[src/rtl/display_timings_480p.sv]
// Pixel-position counters and sync/enable generation for a 640x480 display.
// All outputs are registered from the same next position so they stay aligned.
module display_timings_480p #(
  parameter int H_RES  = 640,
  parameter int H_FP   = 16,
  parameter int H_SYNC = 96,
  parameter int H_BP   = 48,
  parameter int V_RES  = 480,
  parameter int V_FP   = 10,
  parameter int V_SYNC = 2,
  parameter int V_BP   = 33
) (
  input  logic       clk_pix,
  input  logic       rst,
  input  logic       clk_pix_locked,
  output logic [9:0] sx,
  output logic [9:0] sy,
  output logic       hsync,
  output logic       vsync,
  output logic       de,
  output logic       line,
  output logic       frame
);

  localparam int H_T = H_RES + H_FP + H_SYNC + H_BP;
  localparam int V_T = V_RES + V_FP + V_SYNC + V_BP;

  localparam logic [9:0] H_MAX = 10'(H_T - 1);
  localparam logic [9:0] V_MAX = 10'(V_T - 1);

  // 11-bit bounds so an end value of 1024 does not wrap
  localparam logic [10:0] H_ACT  = 11'(H_RES);
  localparam logic [10:0] V_ACT  = 11'(V_RES);
  localparam logic [10:0] HS_STA = 11'(H_RES + H_FP);
  localparam logic [10:0] HS_END = 11'(H_RES + H_FP + H_SYNC);
  localparam logic [10:0] VS_STA = 11'(V_RES + V_FP);
  localparam logic [10:0] VS_END = 11'(V_RES + V_FP + V_SYNC);

  logic [9:0]  sx_n;
  logic [9:0]  sy_n;
  logic [10:0] sx_w;
  logic [10:0] sy_w;
  logic        h_wrap;

  always_comb begin
    h_wrap = (sx == H_MAX);
    sx_n   = h_wrap ? 10'd0 : sx + 10'd1;
    sy_n   = sy;
    if (h_wrap) begin
      sy_n = (sy == V_MAX) ? 10'd0 : sy + 10'd1;
    end
    sx_w = {1'b0, sx_n};
    sy_w = {1'b0, sy_n};
  end

  always_ff @(posedge clk_pix or posedge rst) begin
    if (rst) begin
      sx    <= H_MAX;
      sy    <= V_MAX;
      hsync <= 1'b1;
      vsync <= 1'b1;
      de    <= 1'b0;
      line  <= 1'b0;
      frame <= 1'b0;
    end else if (clk_pix_locked) begin
      sx    <= sx_n;
      sy    <= sy_n;
      hsync <= ~((sx_w >= HS_STA) && (sx_w < HS_END));
      vsync <= ~((sy_w >= VS_STA) && (sy_w < VS_END));
      de    <= (sx_w < H_ACT) && (sy_w < V_ACT);
      line  <= (sx_n == 10'd0);
      frame <= (sx_n == 10'd0) && (sy_n == 10'd0);
    end else begin
      line  <= 1'b0;
      frame <= 1'b0;
    end
  end

endmodule

[config.mk]
export PLATFORM = sky130hd
export DESIGN_NAME = display_timings_480p
export DESIGN_NICKNAME = d
export VERILOG_FILES = /design/src/rtl/display_timings_480p.sv
export SDC_FILE = /design/constraint.sdc
export NUM_CORES = 1
export LEC_CHECK = 0
export BUFFER_PORTS_ARGS = -buffer_cell sky130_fd_sc_hd__buf_2
export CELL_PAD_IN_SITES_DETAIL_PLACEMENT = 2
export CELL_PAD_IN_SITES_GLOBAL_PLACEMENT = 2
export CORE_MARGIN = 8
export CORE_UTILIZATION = 34
export CTS_CLUSTER_SIZE = 28
export DETAILED_ROUTE_END_ITERATION = 10
export PLACE_DENSITY_LB_ADDON = 0.1
export SETUP_SLACK_MARGIN = 0.02
export SLEW_MARGIN = 10
export SYNTH_ARGS = -nofsm -noshare
export SYNTH_HDL_FRONTEND = slang
export SYNTH_SLANG_ARGS = --single-unit
[constraint.sdc]
create_clock -name clk_pix -period 3.3 [get_ports clk_pix]
set_input_delay 0.99 -clock clk_pix [delete_from_list [all_inputs] [get_ports clk_pix]]
set_output_delay 0.99 -clock clk_pix [all_outputs]
set_load 0.02 [all_outputs]
# Word level (Yosys, flattened, before mapping)
# Cells that the tools add are included.
totals:
  in_bits: 3
  out_inout_bits: 25
  ff_bits: 25
op_classes:
  eq_ne: 2
  add_sub_neg: 2
  order_cmp: 6
  bitwise_logic: 2
  mux: 5
  n_reduce_logical: 6
ops:
  columns: ["cell", "n"]
  rows:
  - ["$mux 10", 3]
  - ["$add 10x1->10 const B", 2]
  - ["$eq 10x10->1 const B", 2]
  - ["$logic_not 10->1", 2]
  - ["$lt 10x10->1 const B", 2]
  - ["$lt 10x9->1 const B", 2]
  - ["$ge 10x10->1 const B", 1]
  - ["$ge 10x9->1 const B", 1]
  - ["$logic_and 1x1->1", 4]
  - ["$mux 1", 2]
  - ["$not 1->1", 2]

# Longest topological paths before layout
# Gate-level depths: netlist (run 1).
logic_depth:
  word_depth: 6
  mapped_depth: 9
  depth_no_buf: 7

# Least setup slack after synthesis (run 1)
# Ideal clock, no wire load.
synth_timing:
  kind: "flip-flop to flip-flop"
  from: "reg sx[0]"
  to: "reg vsync"
  path_stages_with_launch: 9
  path_buffers: 1
  required_ps: 3217
  t_arrival_ps: 2450
  setup_slack_ps: 767
  cell_sequence: "dfstp_2 ha_1 nand4_2 or4_4 buf_6 nor3_4 xnor2_1 nand4b_1 o32a_1"
synth_via:
  elab_chain_len: 5
synth_lines:
  columns: ["item", "line", "rtl"]
  rows:
  - ["start: declaration", "16", "output logic [9:0] sx,"]
  - ["start signal: assignment", "66", "sx <= sx_n;"]
  - ["$eq 10x10->1 *", "46", "h_wrap = (sx == H_MAX);"]
  - ["$mux 10 *", "49", "if (h_wrap) begin"]
  - ["$ge 10x9->1 or $lt 10x9->1 (tied branches)", "69", "vsync <= ~((sy_w >= VS_STA) && (sy_w < VS_END));"]
  - ["$logic_and 1x1->1 *", "69", null]
  - ["$not 1->1 *", "69", null]
  - ["end signal: assignment", "69", null]
  - ["end: declaration", "19", "output logic vsync,"]
# Every way passes the cells marked *; elsewhere a longest branch is shown, timed or not.
# A chain may end at the register's enable or synchronous reset.

# Worst setup path after layout (run 1)
# Same ends and word-level chain as after synthesis.

==> flow_metrics.tcl, run 1 <==
set metrics [dict create \
    pre_cts_ws_ns 0.623 \
    grt_pass1_wl_um 9430 \
    placed_cells 290 \
    rows 26 \
    max_cap_viol_count 0 \
    synth_nets 214 \
    finalHoldViolCount 0 \
    slowest_delay_ns 0.64 \
    crit_path_end_kind "register" \
    drt_iter0_drc 62 \
    cts_tree "built" \
    synth_seq_area_share 0.363 \
    synth_edf_count 0 \
    cp_data_arrival_time_ns 2.91 \
    grtUsageTotal 0.155 \
    antenna_found_initial 0 \
    htreeDepth 1 \
    grt_overflow 0 \
    vias_per_cell 5.72 \
    syn_to_final_growth_pct 12.3 \
    wl_um 5560 \
    cts_setup_buffers 0 \
    dp_hpwl_um 4200 \
    synth_cell_type_count 46 \
    drt-wirelength-per-cell_um 18.9 \
    maxSlewViolCount 0 \
    drive_gt1_frac 0.246 \
    grt_pass1_vias 1814 \
    ys_warn_count 0 \
    syn_area_sq_um 1760 \
    clockBufferDepth 2 \
    fin_tns_setup_ns 0 \
    seqCellArea_sq_um 641 \
    synthArstFlopShare 1.00 \
    cts_buffers 3 \
    fillers 596 \
    ios 28 \
    die_height_um 88.0 \
    power.density_nw_per_um2 511 \
    ir_worst_vdd_v 0.000396 \
    critPathTopFamily "simple AND/OR/NAND/NOR gates" \
    synth_top_cell_area_share 0.185 \
    clock-sinks 25 \
    finalCritPeriodShare 0.819 \
    core_area_sq_um 5040 \
    syn_inst 207 \
    grt_max_degree 19 \
    ant_nets 0 \
    syn_avg_cell_area_sq_um 8.52 \
    setup-violations-final 0 \
    min_period_ns 2.70 \
    synthFlopType "dfrtp_1" \
    initial_core_util 0.350 \
    placed_area_sq_um 1930 \
    clock.fmax_mhz 370 \
    firstDrtPassIters 4 \
    rsz0062_at_grt "false" \
    p_leak_nw 0.848 \
    routabilityCongestion 0.835 \
    yosys_register_bits 25 \
    postCtsResizedCells 0 \
    clkSlewWorstSetupHoldPaths_ns 0.09 \
    vias 1682 \
    status "finished, final reports clean" \
    critPathMaxFanout 15 \
    power_mw 1.01 \
    yosysTopAreaCell "dfrtp_1" \
    path_buf_inv 0 \
    crit_chain "ha_1 -> nand4_2 -> or4_4 -> nor3_4 -> xnor2_1 -> nand4b_1 -> o32a_1" \
    fin_cells 294 \
    startpoint_type "register" \
    holdCritPathClass "reg2reg" \
    worst_slew_pin_slew_ns 0.653 \
    cts_root_buffer "clkbuf_8" \
    worst-endpoint-required_ns 3.50 \
    diodes 0 \
    fin_worst_skew_ns 0.00181 \
    clkLatencyLatePin_ns 0.27 \
    maxSlewHeadroom 0.564 \
    post-route-drc-count 0 \
    multi_input_area_sq_um 1030 \
    ctsHoldBuffers 0 \
    synth_area_leaders "dfrtp_1 18%, dfstp_2 18%, o21ai_0 5.1%" \
    die_area_sq_um 7740 \
    setup_ws_ns 0.599 \
    worst-setup-path-type "reg2reg" \
    nets 232 \
    die_x_um 88.0 \
    crit_slowest_cell "or4_4" \
    final_area_sq_um 1980 \
    io_buffers 27 \
]
[registers in the layout (all words and copies together), names as in the netlist]
signal and count:
de 1, frame 1, hsync 1, line 1, sx 10, sy 10, vsync 1
[metrics by stage]
| stage | util | hold slack (ns) |
|---|---|---|
| 6_report | 0.393 | 0.501 |
| 5_1_grt | 0.393 | 0.537 |
| 4_1_cts | 0.393 | 0.514 |
| 3_5_place_dp | 0.384 | 0.492 |
| 3_3_place_gp | 0.384 | 0.485 |
| 2_1_floorplan | - | 0.520 |
[synth_stat cells (all sizes together), types with 3 or more instances]
cell type and number:
and3 8, ha 4, dfrtp 13, xor2 6, o31ai 4, buf 5, nor2 12, inv 5
o21ai 18, xnor2 10, nand4 9, a21oi 7, a21o 3, nand3 11, nor3 5, and2 4
mux2 4, nand2 23, dfstp 12, nor4 3, clkbuf 12
[layout by cell type (no fill, tap or decap), drive strengths merged, types with 2 or more instances in the layout]
| cell | netlist | final |
|---|---|---|
| o31ai | 4 | 4 |
| mux2 | 4 | 4 |
| nor4b | 2 | 2 |
| clkbuf | 12 | 3 |
| o21ai | 18 | 18 |
| a31oi | 2 | 2 |
| xor2 | 6 | 6 |
| a211oi | 2 | 2 |
| and4 | 2 | 2 |
| nand4b | 2 | 2 |
| nor4 | 3 | 3 |
| a21o | 3 | 3 |
| or2 | 2 | 2 |
| nand2b | 2 | 2 |
| ha | 4 | 4 |
| xnor2 | 10 | 10 |
| nand2 | 23 | 23 |
| a21oi | 7 | 7 |
| inv | 5 | 5 |
| or4 | 2 | 2 |
| a41oi | 2 | 2 |
| and2 | 4 | 4 |
| buf | 5 | 30 |
| o22ai | 2 | 2 |
| nor2 | 12 | 12 |
| nor3 | 5 | 5 |
| nand3 | 11 | 11 |
| and3 | 8 | 8 |
| nand4 | 9 | 9 |
| dfstp | 12 | 12 |
| dfrtp | 13 | 13 |
[final timing paths]
check,slack [ns],endpoint,start,cells past startpoint
setup / recovery,0.60,vsync,sx[0],7
hold / removal,0.50,hsync,hsync,2
setup reg to reg,0.60,vsync,sx[0],7
hold reg to reg,0.50,hsync,hsync,2
max in group asynchronous,1.82,sy[9],rst,3
min in group asynchronous,0.79,sx[5],rst,2
[final cells by class]
class / instances / share of cell area
inverter: 5 / 0.00948
clock inverter: 1 / 0.00253
sequential: 25 / 0.323
clock buffer: 3 / 0.0208
multi-input combinational: 160 / 0.520
tap: 70 / 0.0442
timing repair buffer: 30 / 0.0796
[metal layers]
metal / track usage / wire, um / vias up / part of all wire
li1: - / - / 786 / -
met1: 0.172 / 2340 / 874 / 0.42
met2: 0.296 / 3010 / 18 / 0.54
met3: 0.0206 / 152 / 4 / 0.027
met4: 0.0469 / 55 / 0 / 0.0099
met5: 0 / 0 / - / 0
[report_power, final]
| group | switching, mW | internal, mW |
|---|---|---|
| Combinational | 0.190 | 0.139 |
| Clock | 0.102 | 0.0846 |
| Sequential | 0.113 | 0.381 |
| Total | 0.406 | 0.605 |
[cell families after synthesis]
logic type,after synthesis,share of synthesized area
buf+inv,22,0.0525
flops,25,0.363
fa+ha+maj,4,0.0284
mux,4,0.0255
simple gates,88,0.274
xor+xnor,16,0.0795
compound gates,48,0.177
[tightest hold or removal path, delay by kind of cell (launching register included)]
family / cells / cell delay, ns
simple gates: 1 / 0.07
compound gates: 1 / 0.05
flops: 1 / 0.38
(Power assumes the default switching activity.)
==> run 2: changes to the inputs <==
==> constraint.sdc (replaced) <==
create_clock -name clk_pix -period 2.79 [get_ports clk_pix]
set_input_delay 0.837 -clock clk_pix [delete_from_list [all_inputs] [get_ports clk_pix]]
set_output_delay 0.837 -clock clk_pix [all_outputs]
set_load 0.02 [all_outputs]
==> run 2 against run 1 <==
Effect of this change: design area rose by 0.88%; die area is the same; hold slack improved by 0.021 ns; highest routed layer unchanged; combinational power rose by 20%; setup slack worse by 0.43 ns; wire length is 3.1% higher; first-iteration DRC count up 3.2%; clock-buffer cell count unchanged; largest power group unchanged; maximum frequency is 3.0% higher.
==> flow_metrics.tcl, run 2 (synthesis results as in run 1) <==
set metrics [dict create \
    status "finished, final reports clean" \
    drive_gt1_frac 0.257 \
    grtUsageTotal 0.160 \
    diodes 0 \
    reg2reg_slack_ns 0.17 \
    die_area_sq_um 7740 \
    vias_per_cell 5.66 \
    finalHoldViolCount 0 \
    htreeDepth 1 \
    syn_to_final_growth_pct 13.3 \
    fin_worst_skew_ns 0.00788 \
    p_leak_nw 0.856 \
    die_x_um 88.0 \
    max_cap_viol_count 0 \
    vias 1675 \
    rsz0062_at_grt "false" \
    fillers 599 \
    clkSlewWorstSetupHoldPaths_ns 0.10 \
    grt_overflow 0 \
    hp-start "hsync" \
    worst-setup-path-type "reg2reg" \
    cts_buffers 3 \
    holdCritPathClass "reg2reg" \
    io_buffers 27 \
    setup-violations-final 0 \
    cts_root_buffer "clkbuf_8" \
    worst_slew_pin_slew_ns 0.541 \
    final_common_cell "buf_2" \
    ir_worst_vdd_v 0.000457 \
    ant_nets 0 \
    maxSlewHeadroom 0.634 \
    worst-endpoint-required_ns 3.00 \
    nets 234 \
    cp_data_arrival_time_ns 2.84 \
    drt-wirelength-per-cell_um 19.4 \
    rows 26 \
    fin_tns_setup_ns 0 \
    critPathMaxFanout 12 \
    die_height_um 88.0 \
    dp_hpwl_um 4270 \
    cts_tree "built" \
    initial_core_util 0.350 \
    firstDrtPassIters 4 \
    grt_max_degree 26 \
    ios 28 \
    wl_um 5730 \
    grt_pass1_wl_um 9720 \
    grt_pass1_vias 1861 \
    reg2reg_from "sx[0]" \
    top_regs "sx: 10 flops, sy: 10 flops" \
    drt_iter0_drc 64 \
    ff2ff_path_depth 8 \
    maxSlewViolCount 0 \
    antenna_found_initial 0 \
    finalCritPeriodShare 0.940 \
    startpoint_type "register" \
    clockBufferDepth 2 \
    min_period_ns 2.62 \
    layout_common_cells "27 x buf_2, 23 x nand2_1, 18 x o21ai_0" \
    routabilityCongestion 0.850 \
    whs_path_depth 2 \
    core_area_sq_um 5040 \
    power.density_nw_per_um2 607 \
    clock-sinks 25 \
    fin_cells 296 \
    crit_path_end_kind "register" \
    min_to "hsync" \
    post-route-drc-count 0 \
    clkLatencyLatePin_ns 0.28 \
    placed_cells 292 \
    r2r_end "vsync" \
    clock.fmax_mhz 381 \
]
==> run 2: cell count changes in the layout (fill, tap and decap cells not counted), sizes merged <==
cell	before	now
buf	30	32
==> run 2: timing repair <==
action	in CTS	in global routing
hold buffers	0	0
gates resized for setup	0	1
endpoints found under the setup margin	0	3
endpoints found under the hold margin	0	0
buffers inserted	0	0
==> run 2: metrics by stage <==
step           cell area, sq um  utilization  setup slack (ns)  hold WS, ns  power (mW)
6_report                   2000        0.396             0.166        0.522        1.21
3_3_place_gp               1950        0.387             0.298        0.485       0.967
2_1_floorplan              1760            -             0.257        0.520       0.852
3_5_place_dp               1950        0.387             0.134        0.516       0.994
5_1_grt                    2000        0.396            0.0389        0.556        1.30
4_1_cts                    2000        0.396             0.108        0.535        1.23
==> run 2: per-layer routing <==
| layer | vias to the layer above | global-route usage | routed length, um |
|---|---|---|---|
| met4 | 0 | 0.0625 | 120 |
| met2 | 34 | 0.302 | 3120 |
| li1 | 789 | - | - |
| met5 | - | 0 | 0 |
| met3 | 14 | 0.0263 | 176 |
| met1 | 838 | 0.173 | 2320 |
==> run 2: final cells by class <==
class	instances	area, sq um	share of cell area
clock buffers	3	41.3	0.0207
clock inverters	1	5.00	0.00250
inverters	5	18.8	0.00939
multi-input cells	160	1030	0.517
flip-flops and latches	25	641	0.321
well taps	70	87.6	0.0438
repair buffers	32	173	0.0864
==> run 2: worst max-delay path by stage <==
stage | slack, ns | startpoint | endpoint | depth (start not counted)
floorplan | 0.26 | sx[0] | vsync | 8
global placement | 0.30 | sx[0] | frame | 7
detailed placement | 0.13 | sx[0] | vsync | 8
CTS | 0.11 | sx[0] | vsync | 8
global route | 0.04 | sx[1] | vsync | 8
finish | 0.17 | sx[0] | vsync | 8
==> run 2: worst max-delay path, cell delays in order (launching register included) <==
cell and delay [ns]:
dfstp_2 0.60, ha_2 0.25, nand4_2 0.18, nor4_1 0.33
buf_4 0.26, nand4_1 0.16, xor2_1 0.23, nand4b_1 0.18
o32a_1 0.38
==> run 2: power by group <==
group	leakage, nW	total (mW)	internal, mW	switching [mW]
Sequential	0.301	0.584	0.451	0.133
Combinational	0.529	0.397	0.166	0.231
Clock	0.0255	0.233	0.100	0.132
Total	0.856	1.21	0.717	0.496
